$ cat src/rtl/leaf_out_packetizer.sv
// Leaf output stage: one holding word per user port, credit-gated round-robin
// arbitration, and a registered BFT packet carrying destination and sequence.
module leaf_out_packetizer #(
  parameter int NUM_OUT_PORTS = 6,
  parameter int PAYLOAD_BITS  = 32,
  parameter int NUM_LEAF_BITS = 5,
  parameter int NUM_PORT_BITS = 4,
  parameter int NUM_ADDR_BITS = 7,
  parameter int PACKET_BITS   = 49,
  parameter int CREDIT_BITS   = 7,
  parameter int CREDIT_INIT   = 64
) (
  input  logic                                  clk,
  input  logic                                  reset_n,
  input  logic [NUM_OUT_PORTS*PAYLOAD_BITS-1:0] din_leaf_user2interface,
  input  logic [NUM_OUT_PORTS-1:0]              vld_user2interface,
  output logic [NUM_OUT_PORTS-1:0]              ack_interface2user,
  input  logic                                  cfg_we,
  input  logic [NUM_PORT_BITS-1:0]              cfg_sel,
  input  logic [NUM_LEAF_BITS+NUM_PORT_BITS-1:0] cfg_dest,
  input  logic [NUM_OUT_PORTS-1:0]              credit_ret,
  input  logic                                  resend,
  output logic [PACKET_BITS-1:0]                dout_leaf_interface2bft
);

  localparam int DEST_BITS = NUM_LEAF_BITS + NUM_PORT_BITS;
  localparam int PTR_W     = (NUM_OUT_PORTS > 1) ? $clog2(NUM_OUT_PORTS) : 1;

  logic [PAYLOAD_BITS-1:0]  hold_p0 [NUM_OUT_PORTS];
  logic [NUM_OUT_PORTS-1:0] full_p0;
  logic [NUM_ADDR_BITS-1:0] seq [NUM_OUT_PORTS];
  logic [CREDIT_BITS-1:0]   credit [NUM_OUT_PORTS];
  logic [DEST_BITS-1:0]     dest [NUM_OUT_PORTS];
  logic [PTR_W-1:0]         rr_ptr;
  logic [PACKET_BITS-1:0]   pkt_p1;

  logic [NUM_OUT_PORTS-1:0] elig;
  logic [NUM_OUT_PORTS-1:0] grant;
  logic [NUM_OUT_PORTS-1:0] capture;
  logic                     gnt_vld;
  logic [PTR_W-1:0]         gnt_idx;
  logic [PTR_W-1:0]         rr_next;
  logic [PTR_W:0]           sum;
  logic [PTR_W-1:0]         idx;

  always_comb begin
    elig = '0;
    for (int i = 0; i < NUM_OUT_PORTS; i++)
      elig[i] = full_p0[i] & (credit[i] != '0) & ~resend;
  end

  // First eligible port at or after the round-robin pointer wins.
  always_comb begin
    gnt_vld = 1'b0;
    gnt_idx = '0;
    grant   = '0;
    sum     = '0;
    idx     = '0;
    for (int k = 0; k < NUM_OUT_PORTS; k++) begin
      sum = {1'b0, rr_ptr} + (PTR_W+1)'(k);
      if (sum >= (PTR_W+1)'(NUM_OUT_PORTS))
        idx = PTR_W'(sum - (PTR_W+1)'(NUM_OUT_PORTS));
      else
        idx = PTR_W'(sum);
      if (!gnt_vld && elig[idx]) begin
        gnt_vld    = 1'b1;
        gnt_idx    = idx;
        grant[idx] = 1'b1;
      end
    end
  end

  assign rr_next            = (gnt_idx == PTR_W'(NUM_OUT_PORTS-1)) ? '0 : gnt_idx + 1'b1;
  assign ack_interface2user = ~full_p0 | grant;
  assign capture            = vld_user2interface & ack_interface2user;

  // Stage p0: per-port holding words
  always_ff @(posedge clk) begin
    for (int i = 0; i < NUM_OUT_PORTS; i++)
      if (capture[i])
        hold_p0[i] <= din_leaf_user2interface[i*PAYLOAD_BITS +: PAYLOAD_BITS];
  end

  always_ff @(posedge clk or negedge reset_n) begin
    if (!reset_n) begin
      full_p0 <= '0;
      rr_ptr  <= '0;
      pkt_p1  <= '0;
      for (int i = 0; i < NUM_OUT_PORTS; i++) begin
        seq[i]    <= '0;
        credit[i] <= CREDIT_BITS'(CREDIT_INIT);
        dest[i]   <= {NUM_LEAF_BITS'(0), NUM_PORT_BITS'(i+1)};
      end
    end else begin
      // Stage p1: registered packet toward the BFT
      if (gnt_vld) begin
        rr_ptr <= rr_next;
        pkt_p1 <= {1'b1, dest[gnt_idx], seq[gnt_idx], hold_p0[gnt_idx]};
      end else begin
        pkt_p1 <= '0;
      end
      for (int i = 0; i < NUM_OUT_PORTS; i++) begin
        if (capture[i])
          full_p0[i] <= 1'b1;
        else if (grant[i])
          full_p0[i] <= 1'b0;
        if (grant[i])
          seq[i] <= seq[i] + 1'b1;
        if (!resend) begin
          if (grant[i] && !credit_ret[i])
            credit[i] <= credit[i] - 1'b1;
          else if (credit_ret[i] && !grant[i] && credit[i] < CREDIT_BITS'(CREDIT_INIT))
            credit[i] <= credit[i] + 1'b1;
        end
        // A same-cycle grant has already sampled the old entry above.
        if (cfg_we && cfg_sel == NUM_PORT_BITS'(i))
          dest[i] <= cfg_dest;
      end
    end
  end

  assign dout_leaf_interface2bft = resend ? '0 : pkt_p1;

endmodule

$ cat config.mk
export PLATFORM = sky130hd
export DESIGN_NAME = leaf_out_packetizer
export DESIGN_NICKNAME = d
export VERILOG_FILES = /design/src/rtl/leaf_out_packetizer.sv
export SDC_FILE = /design/constraint.sdc
export NUM_CORES = 1
export LEC_CHECK = 0
export BUFFER_PORTS_ARGS = -buffer_cell sky130_fd_sc_hd__buf_2
export CORE_MARGIN = 2
export CORE_UTILIZATION = 25
export DETAILED_ROUTE_END_ITERATION = 7
export HOLD_SLACK_MARGIN = 0.1
export SYNTH_ARGS = -nofsm -noshare
export SYNTH_HDL_FRONTEND = slang
export SYNTH_SLANG_ARGS = --single-unit
export TNS_END_PERCENT = 1
$ cat constraint.sdc
create_clock -name clk -period 11.1 [get_ports clk]
set_input_delay 0.555 -clock clk [delete_from_list [all_inputs] [get_ports clk]]
set_output_delay 0.555 -clock clk [all_outputs]
set_load 0.01 [all_outputs]
==> metrics.md <==
| Metric | Value |
|---|---|
| Status | `finished clean` |
| DRT Pass-1 Iters | `5` |
| Netlist Area Pre-Place | `18000 sq um` |
| Critical path peak fanout | `62` |
| Hold Path Origin | `din_leaf_user2interface[138]` |
| Unrepaired setup endpoints after global routing | `no` |
| Final net count | `1874` |
| Io pins | `276` |
| Setup crit end kind | `primary output` |
| Number of buffers created by CTS | `42` |
| Clk Tree Root Cell | `clkbuf_16` |
| Setup_tns | `0 ns` |
| Post-synth top area share | `32.1%` |
| Starting Density | `25.2%` |
| Die height | `272 um` |
| Area of all sequential standard cells | `10700 sq um` |
| Post-layout min period | `6.94 ns` |
| Initial DRC count | `795` |
| Setup violators final | `0` |
| Synth Area in Compound Gates | `8.17%` |
| Synth Area in XOR/XNOR | `3.56%` |
| Post-synth EDFFs | `192` |
| Final period utilization | `62.6%` |
| Die ar. | `74100 sq um` |
| Post-synthesis sequential area ratio | `59.5%` |
| Most frequent cell after synthesis | `edfxtp_1` |
| Reg2reg setup slack | `4.21 ns` |
| CTS Sinks | `388` |
| Synth Register Bits | `388` |
| Ys flop type | `edfxtp_1` |
| Dominant combinational cell family by area after synthesis | `multiplexers` |
| Final hold violation count | `0` |
| Async SR Flop Fraction | `50.5%` |
| Antenna Violating Nets Remaining | `0` |
| Reg2reg end | `hold_p0[2][16]$_DFFE_PP_` |
| WP data required | `10.55 ns` |
| Routed via count | `11900` |
| Top post-synthesis cells by area | `edfxtp_1, dfrtp_1, mux2i_1, mux2_2, ha_1` |
| Vias/cell | `4.61` |
| Total of max-cap violations | `0` |
| Reg-to-Reg Start | `rr_ptr[0]$_DFFE_PN0P_` |
| Clk_lat worst skew | `0.56 ns` |
| First-pass GRT wire length | `75400 um` |
| Synth Area in Adders | `3.59%` |
| Slew headroom | `15.8%` |
| Final WL | `50700 um` |
| Clock slew at reported path FFs | `0.06 ns` |
| Core ar. | `71400 sq um` |
| HPWL after DPL | `34600 um` |
| Hold Path End | `hold_p0[4][10]$_DFFE_PP_` |
| CTS resizes | `0` |
| Post-Syn Area per Cell | `13.6 sq um` |
| Total gr overflow | `0` |
| Fin cells | `2590` |
| CTS tree | `yes` |
| Reg2reg path depth | `13` |
| Inst Count DP | `2511` |
| DRC | `0` |
| Share of cells above drive strength 1 | `31.1%` |
| Final Slew Violations | `0` |
| Syn Nets | `1594` |
| CTS H-tree depth | `2` |
| Fmax | `0.144 GHz` |
| Largest net degree at the start of global routing | `127` |
| Port Buffer Count | `275` |
| Startpoint types | `flip-flop` |
| Gpl congestion | `0.848` |
| Wirelength per Cell | `19.6 um` |
| Worst hold path depth | `1` |
| Synth warn | `0` |
| FILL cells | `7218` |
| Synth area leader | `edfxtp_1` |
| Cell count after synthesis | `1325` |
| Vias in the first global route | `12400` |
| Synth unique cells | `78` |
| Simple-Gate Fraction of Synth Area | `8.89%` |
| Worst hold path class | `in2reg` |
| Arrival @ worst endpoint | `6.39 ns` |
| Post-synthesis mux area share | `14.2%` |
| Standard-cell rows | `98` |
| Postcts setup bufs | `0` |
| CP Class | `reg2out` |
| Gr usage total | `13.3%` |
| Clock Path Buffers | `3` |
| Tightest Pin Transition | `1.23 ns` |
| Post-synth top cells | `edfxtp_1, dfrtp_1, mux2i_1` |
| Hold_buf cts | `0` |
| Initial antenna violation count | `12` |
| Multi-input logic area | `6940 sq um` |
| Die Width | `272 um` |
| Layout area overhead | `21.9%` |
| Clock skew | `0.0243 ns` |
## sequential cells by signal, summed over array words and instances (netlist names)
signal   cells
credit      42
dest        54
full_p0      6
hold_p0    192
pkt_p1      49
rr_ptr       3
seq         42
## worst max path at each step
| stage | start | endpoint |
|---|---|---|
| final | rr_ptr[0]$_DFFE_PN0P_ | ack_interface2user[2] |
| after global routing | rr_ptr[0]$_DFFE_PN0P_ | ack_interface2user[2] |
| after CTS | rr_ptr[0]$_DFFE_PN0P_ | ack_interface2user[2] |
| after detailed placement | rr_ptr[0]$_DFFE_PN0P_ | hold_p0[2][10]$_DFFE_PP_ |
| after global placement | rr_ptr[0]$_DFFE_PN0P_ | hold_p0[2][16]$_DFFE_PP_ |
| after floorplan | rr_ptr[1]$_DFFE_PN0P_ | credit[34]$_DFFE_PN1P_ |
## worst max-delay path: stages, from the launching register on
cell and delay [ns]:
dfrtp_1 0.76, inv_2 0.27, ha_1 0.63, a21oi_1 0.11, and3_1 0.24, o22a_1 0.22
or3_1 0.52, or3_1 0.40, a311oi_2 0.31, o22a_4 0.60, buf_4 0.94, nand2_1 0.37
nand2_1 0.20, buf_2 0.21
## layer usage
layer  GRT usage (%)  vias up  routed length [um]
met5               0        -                  79
met4            4.67       12                1530
met3            3.17       94                2910
met2            22.0      341               24200
met1            17.1     5986               22000
li1                -     5495                   -
## area by class of cell
| type | count | area share [%] |
|---|---|---|
| inverters | 37 | 0.634 |
| multi-input cells | 849 | 31.7 |
| flip-flops and latches | 388 | 48.8 |
| well taps | 950 | 5.43 |
| clock inverters | 19 | 1.13 |
| clock buffers | 58 | 5.58 |
| repair buffers | 287 | 6.75 |
| diodes | 2 | 0.0228 |
## logic make-up (layout without fill, tap and decap cells)
kind of cell	Yosys count	count (layout)
adders and majority gates	48	48
xor gates and xnor gates	73	73
other	0	2
muxes	237	237
AOI/OAI and AO/OA	204	204
buffers and inverters	88	401
and+or+nand+nor	287	287
DFF	388	388
## per-stage QoR
| step | instance area [sq um] | utilization (%) | worst slack (ns) | hold slack (ns) |
|---|---|---|---|---|
| 2_1_floorplan | 18000 | - | 6.25 | 0.259 |
| 3_5_place_dp | 20400 | 28.6 | 4.19 | 0.459 |
| 6_report | 21900 | 30.7 | 4.16 | 0.166 |
| 3_3_place_gp | 20400 | 28.6 | 4.29 | 0.456 |
| 5_1_grt | 21900 | 30.7 | 3.79 | 0.134 |
| 4_1_cts | 21900 | 30.7 | 4.12 | 0.127 |
## placed cells by master (no fill, tap or decap), types with 6 or more instances in the layout
| cell type | n |
|---|---|
| a211oi_1 | 6 |
| a21o_1 | 14 |
| a21oi_1 | 27 |
| a22oi_1 | 48 |
| and2_2 | 6 |
| and3_1 | 42 |
| buf_2 | 273 |
| buf_4 | 13 |
| clkbuf_1 | 6 |
| clkbuf_16 | 43 |
| clkbuf_8 | 10 |
| clkinv_2 | 7 |
| dfrtp_1 | 181 |
| dfstp_2 | 15 |
| edfxtp_1 | 192 |
| fa_1 | 6 |
| ha_1 | 42 |
| inv_1 | 36 |
| mux2_1 | 7 |
| mux2_2 | 104 |
| mux2i_1 | 118 |
| nand2_1 | 64 |
| nand2b_1 | 19 |
| nand3_1 | 8 |
| nand4_1 | 18 |
| nor2_1 | 19 |
| nor2b_1 | 53 |
| nor3_1 | 13 |
| nor4_1 | 8 |
| o21ai_0 | 30 |
| o21ai_1 | 6 |
| o21bai_1 | 11 |
| o31ai_1 | 6 |
| or3_1 | 8 |
| xnor2_1 | 52 |
| xor2_1 | 21 |
Power is not shown: default switching activity piles up to over one toggle a cycle in this logic, so the estimate is an artifact.
